### src/rtl/vec_mem_stage.sv
// MEM pipeline stage: registers the EX bundle toward write-back and sequences multi-beat
// vector loads/stores over a req/ack data bus. Optional feature macro: MEM_STRIDE_EN.
module vec_mem_stage #(
  parameter int unsigned VL    = 8,
  parameter int unsigned SEW   = 32,
  parameter int unsigned BUS_W = 64
) (
  input  logic                i_clk,
  input  logic                i_rst_n,
  input  logic                i_stall,
  input  logic                i_reg_write,
  input  logic                i_is_v,
  input  logic                i_is_s,
  input  logic [4:0]          i_rd,
  input  logic [4:0]          i_vd,
  input  logic [3:0]          i_sel,
  input  logic [1:0]          i_mem_op,
  input  logic [31:0]         i_rs1_addr,
`ifdef MEM_STRIDE_EN
  input  logic [31:0]         i_stride,
`endif
  input  logic [31:0]         i_result_s,
  input  logic [VL*SEW-1:0]   i_result_v,
  output logic                o_stall,
  output logic                o_mem_req,
  output logic                o_mem_we,
  output logic [31:0]         o_mem_addr,
  output logic [BUS_W-1:0]    o_mem_wdata,
  input  logic                i_mem_ack,
  input  logic [BUS_W-1:0]    i_mem_rdata,
  output logic                o_reg_write,
  output logic                o_is_v,
  output logic                o_is_s,
  output logic [4:0]          o_rd,
  output logic [4:0]          o_vd,
  output logic [3:0]          o_sel,
  output logic [31:0]         o_result_s,
  output logic [VL*SEW-1:0]   o_result_v
);

  localparam int unsigned VW    = VL * SEW;
  localparam int unsigned BEATS = VW / BUS_W;
  localparam int unsigned CW    = (BEATS > 1) ? $clog2(BEATS) : 1;
  localparam logic [CW-1:0] LastBeat = CW'(BEATS - 1);

  typedef enum logic [1:0] {StIdle, StXfer, StDone} state_t;

  state_t            r_state;
  logic [CW-1:0]     r_beat;
  logic              r_is_store;
  logic [VW-1:0]     r_sdata;
  logic [VW-1:0]     r_ldata;
  logic              r_mem_req;
  logic              r_mem_we;
  logic [31:0]       r_mem_addr;
  logic [BUS_W-1:0]  r_mem_wdata;
  logic              r_reg_write;
  logic              r_is_v;
  logic              r_is_s;
  logic [4:0]        r_rd;
  logic [4:0]        r_vd;
  logic [3:0]        r_sel;
  logic [31:0]       r_result_s;
  logic [VW-1:0]     r_result_v;

  logic              w_start;
  logic              w_commit;
  logic              w_bubble;
  logic [31:0]       w_step;
  logic [VW-1:0]     w_ld_next;

  assign w_start  = i_is_v && ((i_mem_op == 2'b01) || (i_mem_op == 2'b10)) && !i_stall;
  assign w_commit = !i_stall && ((r_state == StDone) || ((r_state == StIdle) && !w_start));
  assign w_bubble = ((r_state == StIdle) && w_start) || ((r_state == StXfer) && !i_stall);
  assign o_stall  = ((r_state == StIdle) && w_start) || (r_state == StXfer);

`ifdef MEM_STRIDE_EN
  logic [31:0] r_step;
  assign w_step = r_step;

  always_ff @(posedge i_clk or negedge i_rst_n) begin
    if (!i_rst_n)                          r_step <= '0;
    else if ((r_state == StIdle) && w_start) r_step <= i_stride;
  end
`else
  assign w_step = 32'(BUS_W / 8);
`endif

  // Load beats shift in from the top so beat 0 ends up in the lowest slice.
  if (BEATS > 1) begin : g_ld_shift
    assign w_ld_next = {i_mem_rdata, r_ldata[VW-1:BUS_W]};
  end else begin : g_ld_single
    assign w_ld_next = i_mem_rdata;
  end

  always_ff @(posedge i_clk or negedge i_rst_n) begin
    if (!i_rst_n) begin
      r_state     <= StIdle;
      r_beat      <= '0;
      r_is_store  <= 1'b0;
      r_sdata     <= '0;
      r_ldata     <= '0;
      r_mem_req   <= 1'b0;
      r_mem_we    <= 1'b0;
      r_mem_addr  <= '0;
      r_mem_wdata <= '0;
    end else begin
      unique case (r_state)
        StIdle: begin
          if (w_start) begin
            r_state     <= StXfer;
            r_beat      <= '0;
            r_is_store  <= (i_mem_op == 2'b10);
            r_mem_req   <= 1'b1;
            r_mem_we    <= (i_mem_op == 2'b10);
            r_mem_addr  <= i_rs1_addr;
            r_mem_wdata <= i_result_v[BUS_W-1:0];
            r_sdata     <= i_result_v >> BUS_W;
          end
        end
        StXfer: begin
          if (i_mem_ack) begin
            if (!r_is_store) r_ldata <= w_ld_next;
            if (r_beat == LastBeat) begin
              r_state   <= StDone;
              r_beat    <= '0;
              r_mem_req <= 1'b0;
              r_mem_we  <= 1'b0;
            end else begin
              r_beat      <= r_beat + CW'(1);
              r_mem_addr  <= r_mem_addr + w_step;
              r_mem_wdata <= r_sdata[BUS_W-1:0];
              r_sdata     <= r_sdata >> BUS_W;
            end
          end
        end
        StDone: begin
          if (!i_stall) r_state <= StIdle;
        end
        default: r_state <= StIdle;
      endcase
    end
  end

  always_ff @(posedge i_clk or negedge i_rst_n) begin
    if (!i_rst_n) begin
      r_reg_write <= 1'b0;
      r_is_v      <= 1'b0;
      r_is_s      <= 1'b0;
      r_rd        <= '0;
      r_vd        <= '0;
      r_sel       <= 4'hF;
      r_result_s  <= '0;
      r_result_v  <= '0;
    end else if (w_commit) begin
      r_reg_write <= i_reg_write;
      r_is_v      <= i_is_v;
      r_is_s      <= i_is_s;
      r_rd        <= i_rd;
      r_vd        <= i_vd;
      r_sel       <= i_sel;
      r_result_s  <= i_result_s;
      r_result_v  <= ((r_state == StDone) && !r_is_store) ? r_ldata : i_result_v;
    end else if (w_bubble) begin
      r_reg_write <= 1'b0;
      r_is_v      <= 1'b0;
      r_is_s      <= 1'b0;
    end
  end

  assign o_mem_req   = r_mem_req;
  assign o_mem_we    = r_mem_we;
  assign o_mem_addr  = r_mem_addr;
  assign o_mem_wdata = r_mem_wdata;
  assign o_reg_write = r_reg_write;
  assign o_is_v      = r_is_v;
  assign o_is_s      = r_is_s;
  assign o_rd        = r_rd;
  assign o_vd        = r_vd;
  assign o_sel       = r_sel;
  assign o_result_s  = r_result_s;
  assign o_result_v  = r_result_v;

endmodule
### config.mk
export PLATFORM = sky130hd
export DESIGN_NAME = vec_mem_stage
export DESIGN_NICKNAME = d
export VERILOG_FILES = /design/src/rtl/vec_mem_stage.sv
export SDC_FILE = /design/constraint.sdc
export NUM_CORES = 2
export LEC_CHECK = 0
export CAP_MARGIN = 10
export CORE_AREA = 2 2 318 320
export CTS_BUF_LIST = sky130_fd_sc_hd__clkbuf_8
export DETAILED_ROUTE_END_ITERATION = 10
export DIE_AREA = 0 0 320 322
export PLACE_DENSITY = 0.7
export SYNTH_ARGS = -nofsm -noshare
export SYNTH_HDL_FRONTEND = slang
export SYNTH_SLANG_ARGS = --single-unit
export TNS_END_PERCENT = 100
### constraint.sdc
create_clock -name i_clk -period 3.6 [get_ports i_clk]
set_input_delay 0.72 -clock i_clk [delete_from_list [all_inputs] [get_ports i_clk]]
set_output_delay 0.72 -clock i_clk [all_outputs]
set_load 0.01 [all_outputs]
After elaboration in Yosys (flattened, before gate mapping)

Index checks and enable logic that the tools add are counted.
W data, S select, Z words.

Add/subtract/negate cells: 2
Equal/unequal tests: 10
Multiplexer cells: 32
Bitwise logic cells: 1
Reduce and logical (&&, ||, !) cells: 23

Operators with widths:

| kind                    | number |
|---|---|
| $mux W256               | 4 |
| $pmux W256 S2           | 1 |
| $mux W64                | 3 |
| $pmux W64 S2            | 1 |
| $mux W32                | 3 |
| $pmux W32 S2            | 1 |
| $add A32 B4 Y32 const B | 1 |
| $mux W2                 | 7 |
| $reduce_and A4 Y1       | 3 |
| $mux W1                 | 8 |
| $ne A2 B2 Y1 const B    | 4 |
| $logic_and A1 B1 Y1     | 7 |
| $eq A2 B2 Y1 const B    | 3 |
| $pmux W2 S3             | 1 |
| $reduce_and A3 Y1       | 2 |
| $eq A2 B1 Y1 const B    | 2 |
| $logic_or A1 B1 Y1      | 4 |
| $pmux W1 S2             | 2 |
| $pmux W2 S2             | 1 |
| $reduce_bool A2 Y1      | 2 |
| $logic_not A1 Y1        | 3 |
| $add A2 B1 Y2 const B   | 1 |
| $logic_not A2 Y1        | 1 |
| $ne A2 B1 Y1 const B    | 1 |
| other kinds (2)         | 2 |

Register bits: 920
Bits of input ports: 407
Output and inout port bits: 404
Logic and storage cells: 85

Logic depth before layout (Yosys ltp)

Word-level depth: 9
Gate-level depth with buffers: 11
Gate-level depth less buffers: 7

Worst setup path after synthesis

No wires, ideal clock.

Path kind: input -> output
From: in i_mem_op[0]
To: out o_stall
Data arrival time: 1865 ps
Required time: 2880 ps
Path slack: 1015 ps
Cell stages on the path: 6
Path buffers: 1
Cell sequence: inv_1 ha_1 nor4b_4 nand2_1 clkbuf_1 nand2_1

Word-level cells in the longest chain between the ends: 6
Elaborated cells on any way between the ends: 7
Those cells by class: eq/ne (2); reduce/logical (5)

RTL lines:

| what                                         | line | source |
|---|---|---|
| start, declared                              | 17   | `input logic [1:0] i_mem_op,` |
| $eq A2 B1 Y1 or $eq A2 B2 Y1 (tied branches) | 72   | `assign w_start = i_is_v && ((i_mem_op == 2'b01) \|\| (i_mem_op == 2'b10)) && !i_stall;` |
| $logic_or A1 B1 Y1 *                         | 72   |  |
| $logic_and A1 B1 Y1 * (2 in a row)           | 72   |  |
| $logic_and A1 B1 Y1 *                        | 75   | `assign o_stall = ((r_state == StIdle) && w_start) \|\| (r_state == StXfer);` |
| $logic_or A1 B1 Y1 *                         | 75   |  |
| end, declared                                | 24   | `output logic o_stall,` |

Every way passes the cells marked *; elsewhere a longest branch is shown, timed or not.

Worst setup path after layout

Ends and elaborated chain as after synthesis.

==> flow_metrics.tcl <==
set metrics [dict create \
    rr_endpoint "o_mem_addr[29]" \
    via_count 28650 \
    path_cells "clkdlybuf4s50_1 > inv_1 > ha_1 > nor4b_4 > nand2_1 > nand2_1 > clkdlybuf4s50_1" \
    cp_slowest_cell "clkdlybuf4s50_1" \
    ir_drop_v 0.0005881 \
    yosysTopAreaCellShare 0.5929 \
    yosysSeqAreaShare 0.5959 \
    placed_cells 5283 \
    grt.overflow.total 0 \
    worstSkewPairLatency_ns 0.83 \
    reg2reg_depth 7 \
    hold_buffers 1 \
    hpwl_microns 89520 \
    yosys.cell_types.count 54 \
    gp_congestion 0.9353 \
    layout.cells.non_filler 5558 \
    drive_above_1_share 0.08235 \
    die_area_sq_um 103000 \
    dr.pass1.iters 6 \
    crit_required_ns 2.88 \
    die_w_microns 320 \
    routedWlPerCell_microns 22.02 \
    whs_endpoint "o_sel[3]" \
    slew_headroom 0.3724 \
    ys_top_cells_by_count "852 x dfrtp_1, 810 x nand2_1, 256 x mux2i_1" \
    fillCellCount 8992 \
    synth_most_common_cell "dfrtp_1" \
    status "finished clean" \
    grt_pass1_wl_microns 179800 \
    areaGrowthSynthToFinish_pct 36.28 \
    postLayoutCoreUtil 0.4922 \
    worst_pin_slew_ns 0.9414 \
    max_stage_delay_ns 0.56 \
    ctsResizeCount 0 \
    grt_pass1_vias 28190 \
    grt_max_degree 124 \
    nets 4548 \
    crit_family "buffers and inverters" \
    final-hold-violation-count 0 \
    cts_tree "done" \
    grt_use_total 0.2317 \
    min-delay-start "i_sel[3]" \
    leakagePower_uw 0.02077 \
    cp_num_buf_inv 3 \
    arrival_ns 2.67 \
    synth_area_sq_um 35960 \
    antenna_found_initial 27 \
    drv_slew 0 \
    fmax_mhz 294.6 \
    rr_startpoint "r_state[0]" \
    ff2ff_setup_slack_ns 0.75 \
    clockRootBuffer "clkbuf_8" \
    period_minus_slack_ns 3.394 \
    initial_core_util 0.3611 \
    ys.flop_type "dfrtp_1" \
    rsz0062_at_grt "no" \
    post-route-drc-count 0 \
    ios 811 \
    cap_viol_max_count 0 \
    syn-num-nets 3721 \
    synth_top_cell_by_area "dfrtp_1" \
    skew_ns 0.02806 \
    synth_cells 3311 \
    clockBufferDepth 3 \
    avgSynthCellArea_sq_um 10.86 \
    synth_seq_cells 856 \
    clock_sinks 856 \
    path_max_fanout 2 \
    holdPathStages 3 \
    drt_iter0_drc 2408 \
    cts_buffers 150 \
    worstSetupStartpointType "input pin" \
    yosysWarnings 0 \
    post-cts-setup-buffers 0 \
    setup_viol 0 \
    path_clk_slew_ns 0.06 \
    async_flop_share 1.000 \
    worstSetupPathType "input pin to primary output" \
    setup_tns_ns 0 \
    fin_crit_sh 0.9429 \
    core_sq_um 99570 \
    hold_ws_ns 0.3861 \
    synth_enable_flop_cells 0 \
    powerDensity_nw_per_um2 883.6 \
    crit_path_end_kind "primary output" \
    postRouteAntennaNets 0 \
    hp-class "input pin to flip-flop" \
    placementRows 116 \
    io_buffers 810 \
    drt-vias-per-instance 5.155 \
    netlist_top_cells_area "dfrtp_1 59%, nand2_1 8.5%, mux2_1 7.5%" \
    drt_wl_total_microns 122400 \
    h-tree-depth 4 \
    die-height_microns 322 \
]
[worst max path at each step]
| stage | start | end | depth (start not counted) | slack (ns) |
|---|---|---|---|---|
| floorplan | i_mem_op[0] | o_stall | 6 | 1.01 |
| global placement | i_mem_op[0] | o_stall | 7 | 0.23 |
| detailed placement | i_mem_op[0] | o_stall | 7 | 0.25 |
| CTS | r_state[0] | o_stall | 5 | 0.17 |
| global route | r_state[0] | o_stall | 5 | 0.14 |
| finish | i_mem_op[0] | o_stall | 7 | 0.21 |
[placed cells by master, fill, tap and decap left out, types with 5 or more instances in the layout]
cell type / n
nand3_1: 14
mux2i_1: 256
dfrtp_1: 852
clkdlybuf4s50_1: 809
nand2_1: 810
buf_12: 47
clkinv_2: 9
nand4_1: 5
o21ai_1: 143
mux2_2: 17
clkbuf_8: 181
a31oi_1: 198
diode_2: 22
a21o_1: 6
mux2_1: 240
and3_1: 5
o21ai_0: 124
nor3_1: 13
nor2_1: 216
o22ai_1: 7
buf_4: 57
a21oi_1: 34
clkinvlp_4: 8
a22o_1: 68
inv_1: 48
[cell families (layout without fill, tap and decap cells)]
kind of cell,count (synthesis),count (layout),synth area share
buffers and inverters,244,1171,0.03135
AND/OR/NAND/NOR,1089,1089,0.1186
other,0,22,0
flip-flops,856,856,0.5959
multiplexers,513,513,0.1518
adder cells (fa/ha/maj),3,3,0.001044
AO/OA/AOI/OAI,606,606,0.1014
[metrics by stage]
stage	power [uW]	setup WS [ns]	area, sq um
floorplan	25340	1.015	35960
global placement	34010	0.2308	46030
detailed placement	34550	0.2531	46030
CTS	43520	0.1727	48950
global route	45860	0.1421	49000
finish	43300	0.2057	49000
[registers in the layout, indices dropped and copies added, names as in the netlist, 4 cells and up]
name         flops
o_vd             5
r_ldata        256
o_mem_wdata     64
o_sel            4
o_result_v     256
r_sdata        192
o_result_s      32
o_mem_addr      32
o_rd             5
[worst register-to-register path, stage by stage, from the launching register on]
cell and delay [ns]:
dfrtp_1 0.50, buf_4 0.30, nor2b_4 0.61, nand3b_1 0.34, nand2_8 0.27, buf_12 0.27
a311oi_1 0.19, a311oi_1 0.28
[final cells by class]
| cell class | count | area (sq um) | share of cell area |
|---|---|---|---|
| diodes | 22 | 55.05 | 0.001123 |
| clock buffers | 181 | 2491 | 0.05084 |
| clock inverters | 71 | 420.4 | 0.008579 |
| inverters | 4 | 15.01 | 0.0003064 |
| multi-input cells | 2211 | 13480 | 0.2751 |
| flip-flops and latches | 856 | 21430 | 0.4372 |
| well taps | 1298 | 1624 | 0.03314 |
| repair buffers | 915 | 9492 | 0.1937 |
[where the power goes]
| part | switching (uW) | internal (uW) |
|---|---|---|
| clock | 4120 | 4690 |
| combinational | 8530 | 8230 |
| sequential | 3420 | 14300 |
| total | 16100 | 27200 |
[layer usage]
layer / part of all wire / global-route usage / up-vias
met5: 0.00033 / 0 / -
met2: 0.47 / 0.3605 / 985
met3: 0.069 / 0.06357 / 258
met1: 0.43 / 0.3042 / 14300
li1: - / - / 13100
met4: 0.036 / 0.09870 / 6
No activity file was read; power rests on OpenSTA's default activity.
